File: config.mk
export PLATFORM = sky130hd
export DESIGN_NAME = axis_desc_arbiter
export DESIGN_NICKNAME = d
export VERILOG_FILES = /design/src/rtl/axis_desc_arbiter_pkg.sv /design/src/rtl/axis_desc_arbiter_rr_arb2.sv /design/src/rtl/axis_desc_arbiter.sv
export SDC_FILE = /design/constraint.sdc
export NUM_CORES = 1
export LEC_CHECK = 0
export CORE_MARGIN = 4
export CORE_UTILIZATION = 43
export DETAILED_ROUTE_END_ITERATION = 8
export PLACE_DENSITY = 0.94
export RECOVER_POWER = 50
export SLEW_MARGIN = 0
export SYNTH_ARGS = -nofsm -noshare
export SYNTH_HDL_FRONTEND = slang
export SYNTH_SLANG_ARGS = --single-unit
File: constraint.sdc
create_clock -name aclk -period 2.95 [get_ports aclk]
set_input_delay 0.4425 -clock aclk [delete_from_list [all_inputs] [get_ports aclk]]
set_output_delay 0.4425 -clock aclk [all_outputs]
set_load 0.03 [all_outputs]
File: src/rtl/axis_desc_arbiter_pkg.sv
// Shared types and defaults for the pixel/weight descriptor arbiter:
// FSM state encoding, requester tag encoding and default widths.
package axis_desc_arbiter_pkg;

  typedef enum logic [1:0] {
    ST_IDLE     = 2'd0,
    ST_ISSUE    = 2'd1,
    ST_WAIT_STS = 2'd2
  } state_e;

  localparam logic TAG_PIX = 1'b0;
  localparam logic TAG_WT  = 1'b1;

  localparam int DEF_ADDR_WIDTH     = 32;
  localparam int DEF_LEN_WIDTH      = 23;
  localparam int DEF_CNT_WIDTH      = 16;
  localparam int DEF_TIMEOUT_CYCLES = 4096;

endpackage

File: src/rtl/axis_desc_arbiter_rr_arb2.sv
// Two-way round-robin grant: a lone request always wins, a tie goes to the
// requester named by pointer (index 0 = pixels, 1 = weights). Grant is one-hot or zero.
module rr_arb2
  import axis_desc_arbiter_pkg::*;
(
  input  logic [1:0] req,
  input  logic       pointer,
  output logic [1:0] grant
);

  always_comb begin
    grant = req;
    if (req == 2'b11) begin
      grant = (pointer == TAG_WT) ? 2'b10 : 2'b01;
    end
  end

endmodule

File: src/rtl/axis_desc_arbiter.sv
// Arbitrates pixel and weight descriptor requests onto one DMA descriptor channel,
// one descriptor outstanding at a time. Define DESC_TIMEOUT_EN to add the status watchdog.
module axis_desc_arbiter
  import axis_desc_arbiter_pkg::*;
#(
  parameter int ADDR_WIDTH     = DEF_ADDR_WIDTH,
  parameter int LEN_WIDTH      = DEF_LEN_WIDTH,
  parameter int CNT_WIDTH      = DEF_CNT_WIDTH,
  parameter int TIMEOUT_CYCLES = DEF_TIMEOUT_CYCLES
) (
  input  logic                  aclk,
  input  logic                  aresetn,
  input  logic                  s_pix_valid,
  output logic                  s_pix_ready,
  input  logic [ADDR_WIDTH-1:0] s_pix_addr,
  input  logic [LEN_WIDTH-1:0]  s_pix_len,
  input  logic                  s_wt_valid,
  output logic                  s_wt_ready,
  input  logic [ADDR_WIDTH-1:0] s_wt_addr,
  input  logic [LEN_WIDTH-1:0]  s_wt_len,
  output logic                  m_desc_valid,
  input  logic                  m_desc_ready,
  output logic [ADDR_WIDTH-1:0] m_desc_addr,
  output logic [LEN_WIDTH-1:0]  m_desc_len,
  output logic                  m_desc_tag,
  input  logic                  s_sts_valid,
  output logic                  s_sts_ready,
  input  logic                  s_sts_err,
  output logic                  pix_done,
  output logic                  wt_done,
  output logic                  done_err,
  output logic [CNT_WIDTH-1:0]  pix_count,
  output logic [CNT_WIDTH-1:0]  wt_count,
  output logic                  busy,
  output logic                  timeout_flag,
  output state_e                dbg_state
);

  // Handshakes: a transfer happens on a rising edge where valid and ready are both
  // high; a source holds valid and its payload stable until that edge.
  state_e                state_q, state_d;
  logic                  ptr_q, ptr_d;
  logic [ADDR_WIDTH-1:0] addr_q, addr_d;
  logic [LEN_WIDTH-1:0]  len_q, len_d;
  logic                  tag_q, tag_d;
  logic                  pix_done_q, pix_done_d;
  logic                  wt_done_q, wt_done_d;
  logic                  err_q, err_d;
  logic [CNT_WIDTH-1:0]  pix_cnt_q, pix_cnt_d;
  logic [CNT_WIDTH-1:0]  wt_cnt_q, wt_cnt_d;
  logic [1:0]            grant;
  logic                  accept, sts_done, wd_expired, complete;

  rr_arb2 u_rr_arb2 (
    .req     ({s_wt_valid, s_pix_valid}),
    .pointer (ptr_q),
    .grant   (grant)
  );

  assign accept   = (s_pix_valid & s_pix_ready) | (s_wt_valid & s_wt_ready);
  assign sts_done = (state_q == ST_WAIT_STS) & s_sts_valid;
  assign complete = sts_done | wd_expired;

`ifdef DESC_TIMEOUT_EN
  localparam int WD_W = (TIMEOUT_CYCLES > 1) ? $clog2(TIMEOUT_CYCLES) : 1;
  logic [WD_W-1:0] wd_q, wd_d;
  logic            tmo_flag_q, tmo_flag_d;

  // A status arriving on the expiry cycle wins, so expiry requires no status.
  assign wd_expired = (state_q == ST_WAIT_STS) && !s_sts_valid &&
                      (wd_q == WD_W'(TIMEOUT_CYCLES - 1));

  always_comb begin
    wd_d       = (state_q == ST_WAIT_STS) ? wd_q + WD_W'(1) : '0;
    tmo_flag_d = tmo_flag_q | wd_expired;
  end

  always_ff @(posedge aclk or negedge aresetn) begin
    if (!aresetn) begin
      wd_q       <= '0;
      tmo_flag_q <= 1'b0;
    end else begin
      wd_q       <= wd_d;
      tmo_flag_q <= tmo_flag_d;
    end
  end

  assign timeout_flag = tmo_flag_q;
`else
  assign wd_expired   = 1'b0;
  assign timeout_flag = 1'b0;
`endif

  always_ff @(posedge aclk or negedge aresetn) begin
    if (!aresetn) state_q <= ST_IDLE;
    else          state_q <= state_d;
  end

  always_comb begin
    state_d = state_q;
    case (state_q)
      ST_IDLE:     if (accept)       state_d = ST_ISSUE;
      ST_ISSUE:    if (m_desc_ready) state_d = ST_WAIT_STS;
      ST_WAIT_STS: if (complete)     state_d = ST_IDLE;
      default:                       state_d = ST_IDLE;
    endcase
  end

  // Readies are also gated by reset so nothing is offered while reset is held.
  always_comb begin
    s_pix_ready  = 1'b0;
    s_wt_ready   = 1'b0;
    m_desc_valid = 1'b0;
    s_sts_ready  = 1'b0;
    busy         = 1'b1;
    case (state_q)
      ST_IDLE: begin
        busy        = 1'b0;
        s_pix_ready = aresetn & grant[0];
        s_wt_ready  = aresetn & grant[1];
      end
      ST_ISSUE:    m_desc_valid = 1'b1;
      ST_WAIT_STS: s_sts_ready  = 1'b1;
      default:     busy         = 1'b1;
    endcase
  end

  always_comb begin
    ptr_d      = ptr_q;
    addr_d     = addr_q;
    len_d      = len_q;
    tag_d      = tag_q;
    pix_done_d = 1'b0;
    wt_done_d  = 1'b0;
    err_d      = 1'b0;
    pix_cnt_d  = pix_cnt_q;
    wt_cnt_d   = wt_cnt_q;
    if (accept) begin
      if (s_wt_ready) begin
        tag_d  = TAG_WT;
        addr_d = s_wt_addr;
        len_d  = s_wt_len;
      end else begin
        tag_d  = TAG_PIX;
        addr_d = s_pix_addr;
        len_d  = s_pix_len;
      end
    end
    if (complete) begin
      ptr_d = ~tag_q;
      err_d = sts_done ? s_sts_err : 1'b1;
      if (tag_q == TAG_WT) begin
        wt_done_d = 1'b1;
        wt_cnt_d  = wt_cnt_q + CNT_WIDTH'(1);
      end else begin
        pix_done_d = 1'b1;
        pix_cnt_d  = pix_cnt_q + CNT_WIDTH'(1);
      end
    end
  end

  always_ff @(posedge aclk or negedge aresetn) begin
    if (!aresetn) begin
      ptr_q      <= TAG_WT;
      addr_q     <= '0;
      len_q      <= '0;
      tag_q      <= 1'b0;
      pix_done_q <= 1'b0;
      wt_done_q  <= 1'b0;
      err_q      <= 1'b0;
      pix_cnt_q  <= '0;
      wt_cnt_q   <= '0;
    end else begin
      ptr_q      <= ptr_d;
      addr_q     <= addr_d;
      len_q      <= len_d;
      tag_q      <= tag_d;
      pix_done_q <= pix_done_d;
      wt_done_q  <= wt_done_d;
      err_q      <= err_d;
      pix_cnt_q  <= pix_cnt_d;
      wt_cnt_q   <= wt_cnt_d;
    end
  end

  assign m_desc_addr = addr_q;
  assign m_desc_len  = len_q;
  assign m_desc_tag  = tag_q;
  assign pix_done    = pix_done_q;
  assign wt_done     = wt_done_q;
  assign done_err    = err_q;
  assign pix_count   = pix_cnt_q;
  assign wt_count    = wt_cnt_q;
  assign dbg_state   = state_q;

endmodule

Yosys cells after proc, flatten, opt, wreduce, memory -nomap -nowiden

Index checks and enable logic that the tools add are counted.

Bits in registers: 94
Output and inout bits: 99
Word-level logic and storage cells: 48

Reduce and logical (&&, ||, !) cells: 4
Bitwise operators: 7
Eq/ne operators: 6
Add/sub/neg operators: 2
Muxes and demuxes: 19

Operator list:

| kind                  | count |
|---|---|
| $add 16x1->16 const B | 2 |
| $mux 32               | 1 |
| $mux 23               | 1 |
| $mux 1                | 11 |
| $mux 2                | 5 |
| $ne 2x2->1 const B    | 3 |
| $pmux 2 s3            | 1 |
| $and 1x1->1           | 5 |
| $eq 2x2->1 const B    | 2 |
| $reduce_and 2->1      | 2 |
| $reduce_and 3->1      | 1 |
| $eq 2x1->1 const B    | 1 |
| $logic_not 2->1       | 1 |
| $not 1->1             | 1 |
| $or 1x1->1            | 1 |

Longest topological paths before layout

Gate-level depths: netlist of run 1.

Depth in word-level cells: 8
Mapped depth: 7
Mapped depth without buffers: 5

By module

A second synthesis of run 1 with hierarchy kept.

Cells, all modules: 397
Area total of the unflattened synthesis: 4,165.2 sq um

Modules (own cells, without submodules):

| module            | seq. area each (sq um) | cells an instance | instances | area an instance (sq um) |
|---|---|---|---|---|
| axis_desc_arbiter | 2,353.5                | 394               | 1         | 4,146.5 |
| rr_arb2           | 0.0                    | 3                 | 1         | 18.8 |

Worst setup path after synthesis of run 1

No wires, ideal clock.

Path kind: register -> output
Start point: register state_q[1], in the netlist dbg_state[1]
End point: output port s_wt_ready
Cell stages (with the launch flop): 5
Setup slack: 1.234 ns
Arrival time: 1.274 ns
Cells stage by stage: dfrtp_1 -> nor3b_2 -> nand3_1 -> inv_2 -> buf_2

Cells in the longest elaborated chain, start to end: 2

Ends and longest elaborated chain:

| item                   | RTL line                 | text |
|---|---|---|
| from (decl)            | axis_desc_arbiter.sv:41  | `state_e state_q, state_d;` |
| from (signal assigned) | axis_desc_arbiter.sv:96  | `else state_q <= state_d;` |
| $logic_not 2->1        | axis_desc_arbiter.sv:116 | `case (state_q)` |
| $mux 1                 | axis_desc_arbiter.sv:116 |  |
| to (decl)              | axis_desc_arbiter.sv:18  | `output logic s_wt_ready,` |

No other way between the ends.

Worst setup path in the final report of run 1

Ends and elaborated chain as after synthesis.

==> results of run 1 <==
[worst register-to-register path, stage by stage (launching register included)]
cell and delay [ns]:
dfrtp_1 0.47, nor3b_1 0.39, nand3_2 0.15, clkbuf_2 0.68, nand2_1 0.33, a21oi_1 0.10
[final timing paths]
check | slack [ns] | to | depth (start not counted)
worst min register to register | 0.49 | pix_count[15] | 1
worst max register to register | 0.73 | m_desc_len[22] | 5
worst min-delay path | 0.30 | m_desc_addr[11] | 2
max in group asynchronous | 0.97 | pix_count[14] | 3
worst max-delay path | 0.51 | s_wt_ready | 4
min in group aclk | 0.49 | pix_count[15] | 1
[placed cells by master (no fill, tap or decap), types with 2 or more instances in the layout]
master,count
dfrtp_1,93
inv_6,2
xnor2_1,22
dlygate4sd3_1,4
buf_4,5
and4_1,3
xor2_1,7
nor3_1,4
and3_1,3
inv_2,2
nand2_1,78
ha_1,2
inv_1,6
nor4_1,2
nand4_1,4
nor2_1,62
nand3_2,3
a21oi_1,111
nand3_1,11
clkdlybuf4s50_1,207
clkbuf_2,2
clkbuf_1,2
clkbuf_8,9
bufinv_16,2
[layout make-up]
class / count / area, um^2 / area share (%)
Clock inverter: 6 / 93.8 / 1.42
Multi-Input combinational cell: 325 / 1670 / 25.2
Timing Repair Buffer: 220 / 2180 / 33.0
Tap cell: 133 / 166 / 2.51
Inverter: 8 / 30.0 / 0.454
Clock buffer: 10 / 128 / 1.93
Sequential cell: 94 / 2350 / 35.5
[state kept, by name (all words and copies together), names as in the netlist]
signal / cells
m_desc_addr: 32
pix_done: 1
ptr_q: 1
done_err: 1
m_desc_tag: 1
wt_count: 16
wt_done: 1
m_desc_len: 23
dbg_state: 2
pix_count: 16
[power groups by stage]
stage	Combinational [mW]	Clock, mW	Sequential, mW
floorplan	0.854	0	2.96
global placement	3.06	0	2.06
detailed placement	3.14	0	2.09
CTS	3.16	0.976	2.07
global route	3.29	1.02	2.12
finish	3.10	0.952	2.06
[layer usage]
metal,global-route usage (%),vias up,part of all wire [%]
met4,10.6,2,2.7
met3,5.40,31,6.9
met2,39.8,176,52
met1,25.9,1980,38
li1,-,1913,-
met5,0,-,0.097
[logic make-up (layout without fill, tap and decap cells)]
kind of cell,count (synthesis),after routing,share of synthesized area [%]
other cells,1,1,0.0878
simple gates,179,179,20.4
flops,94,94,55.1
compound gates,113,113,13.4
fa+ha+maj,2,2,0.586
xor+xnor,30,30,6.33
buf+inv,34,244,4.10
==> results.sh, run 1 <==
export IMPL_ir_drop_mv=0.464
export IMPL_clkTransAtPathRegs_ns=0.10
export IMPL_skew_ns=0.00923
export IMPL_stdcell_count=796
export IMPL_clk_latency_ns=0.35
export IMPL_power_frac_comb_pct=50.8
export IMPL_worstReg2RegStart="dbg_state[1]"
export IMPL_drv_cap=0
export IMPL_synth_edf_count=0
export IMPL_root_buffer="clkbuf_8"
export IMPL_yosys_warnings=0
export IMPL_dp_slack_ns=0.692
export IMPL_grt_setup_unrepaired="false"
export IMPL_power_density_nw_per_um2=922
export IMPL_ant_nets=0
export IMPL_pwr_share_clk_pct=15.6
export IMPL_outcome="finished, final reports clean"
export IMPL_cts_buffers=9
export IMPL_totalWireLength_mm=13.4
export IMPL_ys_seq_area_share_pct=55.1
export IMPL_p_sw_share_pct=42.4
export IMPL_worstMarginPinSlew_ns=1.31
export IMPL_dp_cells=780
export IMPL_ys_flop_type="dfrtp_1"
export IMPL_min_path_type="input pin to asynchronous set/reset pin"
export IMPL_firstDrtPassIters=4
export IMPL_cts_setup_buffers=0
export IMPL_crit_path_max_fanout=25
export IMPL_leakagePower_nw=2.92
export IMPL_drcViolationCount=0
export IMPL_wl_per_cell_um=16.9
export IMPL_placed_cell_area_um2=6490
export IMPL_avgViaCountPerCell=5.15
export IMPL_intPower_mw=3.52
export IMPL_clock_sinks=94
export IMPL_netlist_top_cells_count="a21oi_1, dfrtp_1, nand2_1"
export IMPL_synth_most_common_cell="a21oi_1"
export IMPL_switching_power_mw=2.59
export IMPL_grtUsageTotal_pct=22.6
export IMPL_cp_num_buf_inv=2
export IMPL_start_kind="register"
export IMPL_fin_ws_ns=0.510
export IMPL_ys_top_cells_by_area="dfrtp_1, a21oi_1, nand2_1"
export IMPL_cp_slowest_stage_delay_ns=0.47
export IMPL_routed_via_count=4102
export IMPL_hold_viol_final=0
export IMPL_area_growth_pct=55.0
export IMPL_final_max_slew_viol_count=0
export IMPL_fin_tns_setup_ns=0
export IMPL_final_nets=777
export IMPL_dieArea_um2=11600
export IMPL_cts_tree="built"
export IMPL_cts_path_max_buffers=2
export IMPL_finalCritPeriodShare_pct=82.7
export IMPL_avgSynthCellArea_um2=9.43
export IMPL_io_pins=216
export IMPL_power_total_mw=6.11
export IMPL_grt_pass1_vias=4244
export IMPL_cts_repair_resized=0
export IMPL_hold_ws_ns=0.297
export IMPL_slew_limit_headroom_pct=12.8
export IMPL_crit_required_ns=2.51
export IMPL_hpwl_mm=9.86
export IMPL_cp_cell_sequence="nor3b_1 > nand3_2 > inv_2 > buf_4"
export IMPL_die_w_um=108
export IMPL_async_flop_share_pct=100
export IMPL_crit_start="dbg_state[1]"
export IMPL_grt_max_degree=57
export IMPL_arrival_ns=2.00
export IMPL_ys_seq_elements=94
export IMPL_die_h_um=108
export IMPL_fp_coreArea_um2=9730
export IMPL_synth_top_area_share_pct=54.5
export IMPL_syn_inst=453
export IMPL_hold_buffers=0
export IMPL_initial_utilization_pct=43.9
export IMPL_rows=36
export IMPL_clock_fmax_mhz=410
export IMPL_diodes=0
export IMPL_htree_levels=3
export IMPL_seq_power_share_pct=33.7
export IMPL_crit_family="buffers and inverters"
export IMPL_drtIter0Drc=244
export IMPL_synth_top_area_cell="dfrtp_1"
export IMPL_min_period_ns=2.44
export IMPL_worstSetupPathType="register to primary output"
export IMPL_grt_pass1_wl_mm=20.6
export IMPL_setup_viol=0
export IMPL_grt_overflow_total=0
export IMPL_synth_nets=572
export IMPL_drive_gt1_share_pct=4.83
export IMPL_cp_end_kind="primary output"
export IMPL_ys_types=35
export IMPL_routabilityCongestion=0.773
export IMPL_stdcell_area_um2=6620
export IMPL_worst_path_max_delay_cell="dfrtp_1"
export IMPL_antenna_found_initial=1
export IMPL_fill_cells=753
export IMPL_netlist_area_um2=4270
export IMPL_post_route_util_pct=68.1
export IMPL_io_buffers=214
No activity file was read; power rests on OpenSTA's default activity.
==> inputs of run 2 (changes only) <==
--- a/config.mk
+++ b/config.mk
@@ -6,9 +6,9 @@
 export NUM_CORES = 1
 export LEC_CHECK = 0
 export CORE_MARGIN = 4
-export CORE_UTILIZATION = 43
+export CORE_UTILIZATION = 36
 export DETAILED_ROUTE_END_ITERATION = 8
-export PLACE_DENSITY = 0.94
+export PLACE_DENSITY = 0.85
 export RECOVER_POWER = 50
 export SLEW_MARGIN = 0
 export SYNTH_ARGS = -nofsm -noshare
==> constraint.sdc (replaced) <==
create_clock -name aclk -period 2.2 [get_ports aclk]
set_input_delay 0.33 -clock aclk [delete_from_list [all_inputs] [get_ports aclk]]
set_output_delay 0.33 -clock aclk [all_outputs]
set_load 0.03 [all_outputs]
==> results.sh, run 2 (synthesis results as in run 1) <==
export IMPL_routabilityCongestion=0.821
export IMPL_fp_coreArea_um2=11500
export IMPL_cts_tree="built"
export IMPL_hold_ws_ns=0.346
export IMPL_skew_ns=0.0108
export IMPL_hold_buffers=0
export IMPL_most_common_layout_cells="clkdlybuf4s50_1, a21oi_1, dfrtp_1"
export IMPL_worst_path_max_delay_cell="clkdlybuf4s50_1"
export IMPL_arrival_ns=1.68
export IMPL_grt_max_degree=57
export IMPL_worstMarginPinSlew_ns=1.11
export IMPL_drv_cap=0
export IMPL_finalCritPeriodShare_pct=91.5
export IMPL_final_max_slew_viol_count=0
export IMPL_fin_tns_setup_ns=0
export IMPL_placed_cell_area_um2=6540
export IMPL_wl_per_cell_um=16.0
export IMPL_io_buffers=214
export IMPL_drive_gt1_share_pct=6.16
export IMPL_power_density_nw_per_um2=1250
export IMPL_grtUsageTotal_pct=18.6
export IMPL_clock_fmax_mhz=497
export IMPL_routed_via_count=4061
export IMPL_dieArea_um2=13700
export IMPL_cp_end_kind="primary output"
export IMPL_cts_buffers=9
export IMPL_ir_drop_mv=0.761
export IMPL_grt_overflow_total=0
export IMPL_die_h_um=117
export IMPL_final_nets=780
export IMPL_dr_max_layer_used="met4"
export IMPL_area_growth_pct=59.6
export IMPL_wl_met2_mm=6.64
export IMPL_io_pins=216
export IMPL_cts_setup_buffers=0
export IMPL_drtIter0Drc=196
export IMPL_avgViaCountPerCell=5.02
export IMPL_stdcell_area_um2=6820
export IMPL_htree_levels=3
export IMPL_slew_limit_headroom_pct=26.2
export IMPL_crit_path_max_fanout=7
export IMPL_hold_viol_final=0
export IMPL_wl_met3_um=974
export IMPL_worstSetupPathType="register to primary output"
export IMPL_stdcell_count=809
export IMPL_clock_sinks=94
export IMPL_crit_required_ns=1.87
export IMPL_clkTransAtPathRegs_ns=0.07
export IMPL_power_total_mw=8.53
export IMPL_min_path_type="input pin to asynchronous set/reset pin"
export IMPL_grt_pass1_vias=4203
export IMPL_root_buffer="clkbuf_16"
export IMPL_firstDrtPassIters=4
export IMPL_hpwl_mm=9.61
export IMPL_cts_repair_resized=1
export IMPL_initial_utilization_pct=37.1
export IMPL_grt_setup_unrepaired="false"
export IMPL_cp_slowest_stage_delay_ns=0.59
export IMPL_drcViolationCount=0
export IMPL_dp_cells=793
export IMPL_die_w_um=117
export IMPL_cts_path_max_buffers=2
export IMPL_totalWireLength_mm=12.9
export IMPL_ant_nets=0
export IMPL_grt_pass1_wl_mm=20.2
export IMPL_layout_commonest_cell="clkdlybuf4s50_1"
export IMPL_min_period_ns=2.01
export IMPL_drt_met1_wl_mm=5.09
export IMPL_leakagePower_nw=3.05
export IMPL_antenna_found_initial=0
export IMPL_start_kind="register"
export IMPL_largest_register_ffs=32
export IMPL_diodes=0
export IMPL_clk_latency_ns=0.33
export IMPL_setup_viol=0
export IMPL_outcome="finished, final reports clean"
export IMPL_rows=39
export IMPL_cp_cell_sequence="or2_2 > clkdlybuf4s50_1"
==> run 2: cell types whose count changed in the layout (fill, tap and decap cells not counted), moves of 2 or more <==
cell / change
clkdlybuf4s50_1: -22
dlygate4sd3_1: +20
clkbuf_16: +9
clkbuf_8: -8
clkinv_2: +3
inv_6: -2
nand3_1: -2
nand3_2: +2
nor4_1: -2
nor4_4: +2
==> run 2: where the power goes <==
| part | leakage (nW) | internal, mW | switching, mW |
|---|---|---|---|
| Clock | 0.154 | 1.02 | 0.660 |
| Combinational | 1.73 | 1.67 | 2.42 |
| Sequential | 1.16 | 2.36 | 0.400 |
==> run 2: layout make-up <==
class	instances	area [um^2]
fill	978	4700
sequential	94	2350
timing repair buffer	223	2220
multi-input combinational	325	1710
clock buffer	10	239
tap	143	179
clock inverter	6	85.1
inverter	8	31.3
==> run 2: worst paths after layout <==
path / startpoint / endpoint / slack, ns / depth (start not counted)
setup / recovery: dbg_state[1] / busy / 0.19 / 2
hold / removal: aresetn / wt_count[10] / 0.35 / 2
setup reg to reg: dbg_state[0] / wt_count[7] / 0.32 / 5
hold reg to reg: pix_count[15] / pix_count[15] / 0.47 / 1
max in group asynchronous: aresetn / pix_count[3] / 0.45 / 3
min in group aclk: pix_count[15] / pix_count[15] / 0.47 / 1
==> run 2: routing by layer <==
| metal | vias up | track usage (%) |
|---|---|---|
| met1 | 1965 | 22.1 |
| met5 | - | 0 |
| met3 | 19 | 4.78 |
| li1 | 1921 | - |
| met4 | 0 | 6.96 |
| met2 | 156 | 32.3 |
==> run 2: worst max-delay path: cells and delay by family (launching register included) <==
family / cells / cell delay (ns)
buf+inv: 1 / 0.59
flops: 1 / 0.45
simple gates: 1 / 0.31
==> run 2: through the flow <==
| step | setup WS [ns] | utilization (%) |
|---|---|---|
| floorplan | 0.539 | - |
| global placement | 0.164 | 56.8 |
| detailed placement | 0.116 | 56.8 |
| CTS | 0.0305 | 59.6 |
| global route | 0.0640 | 59.2 |
| finish | 0.186 | 59.2 |
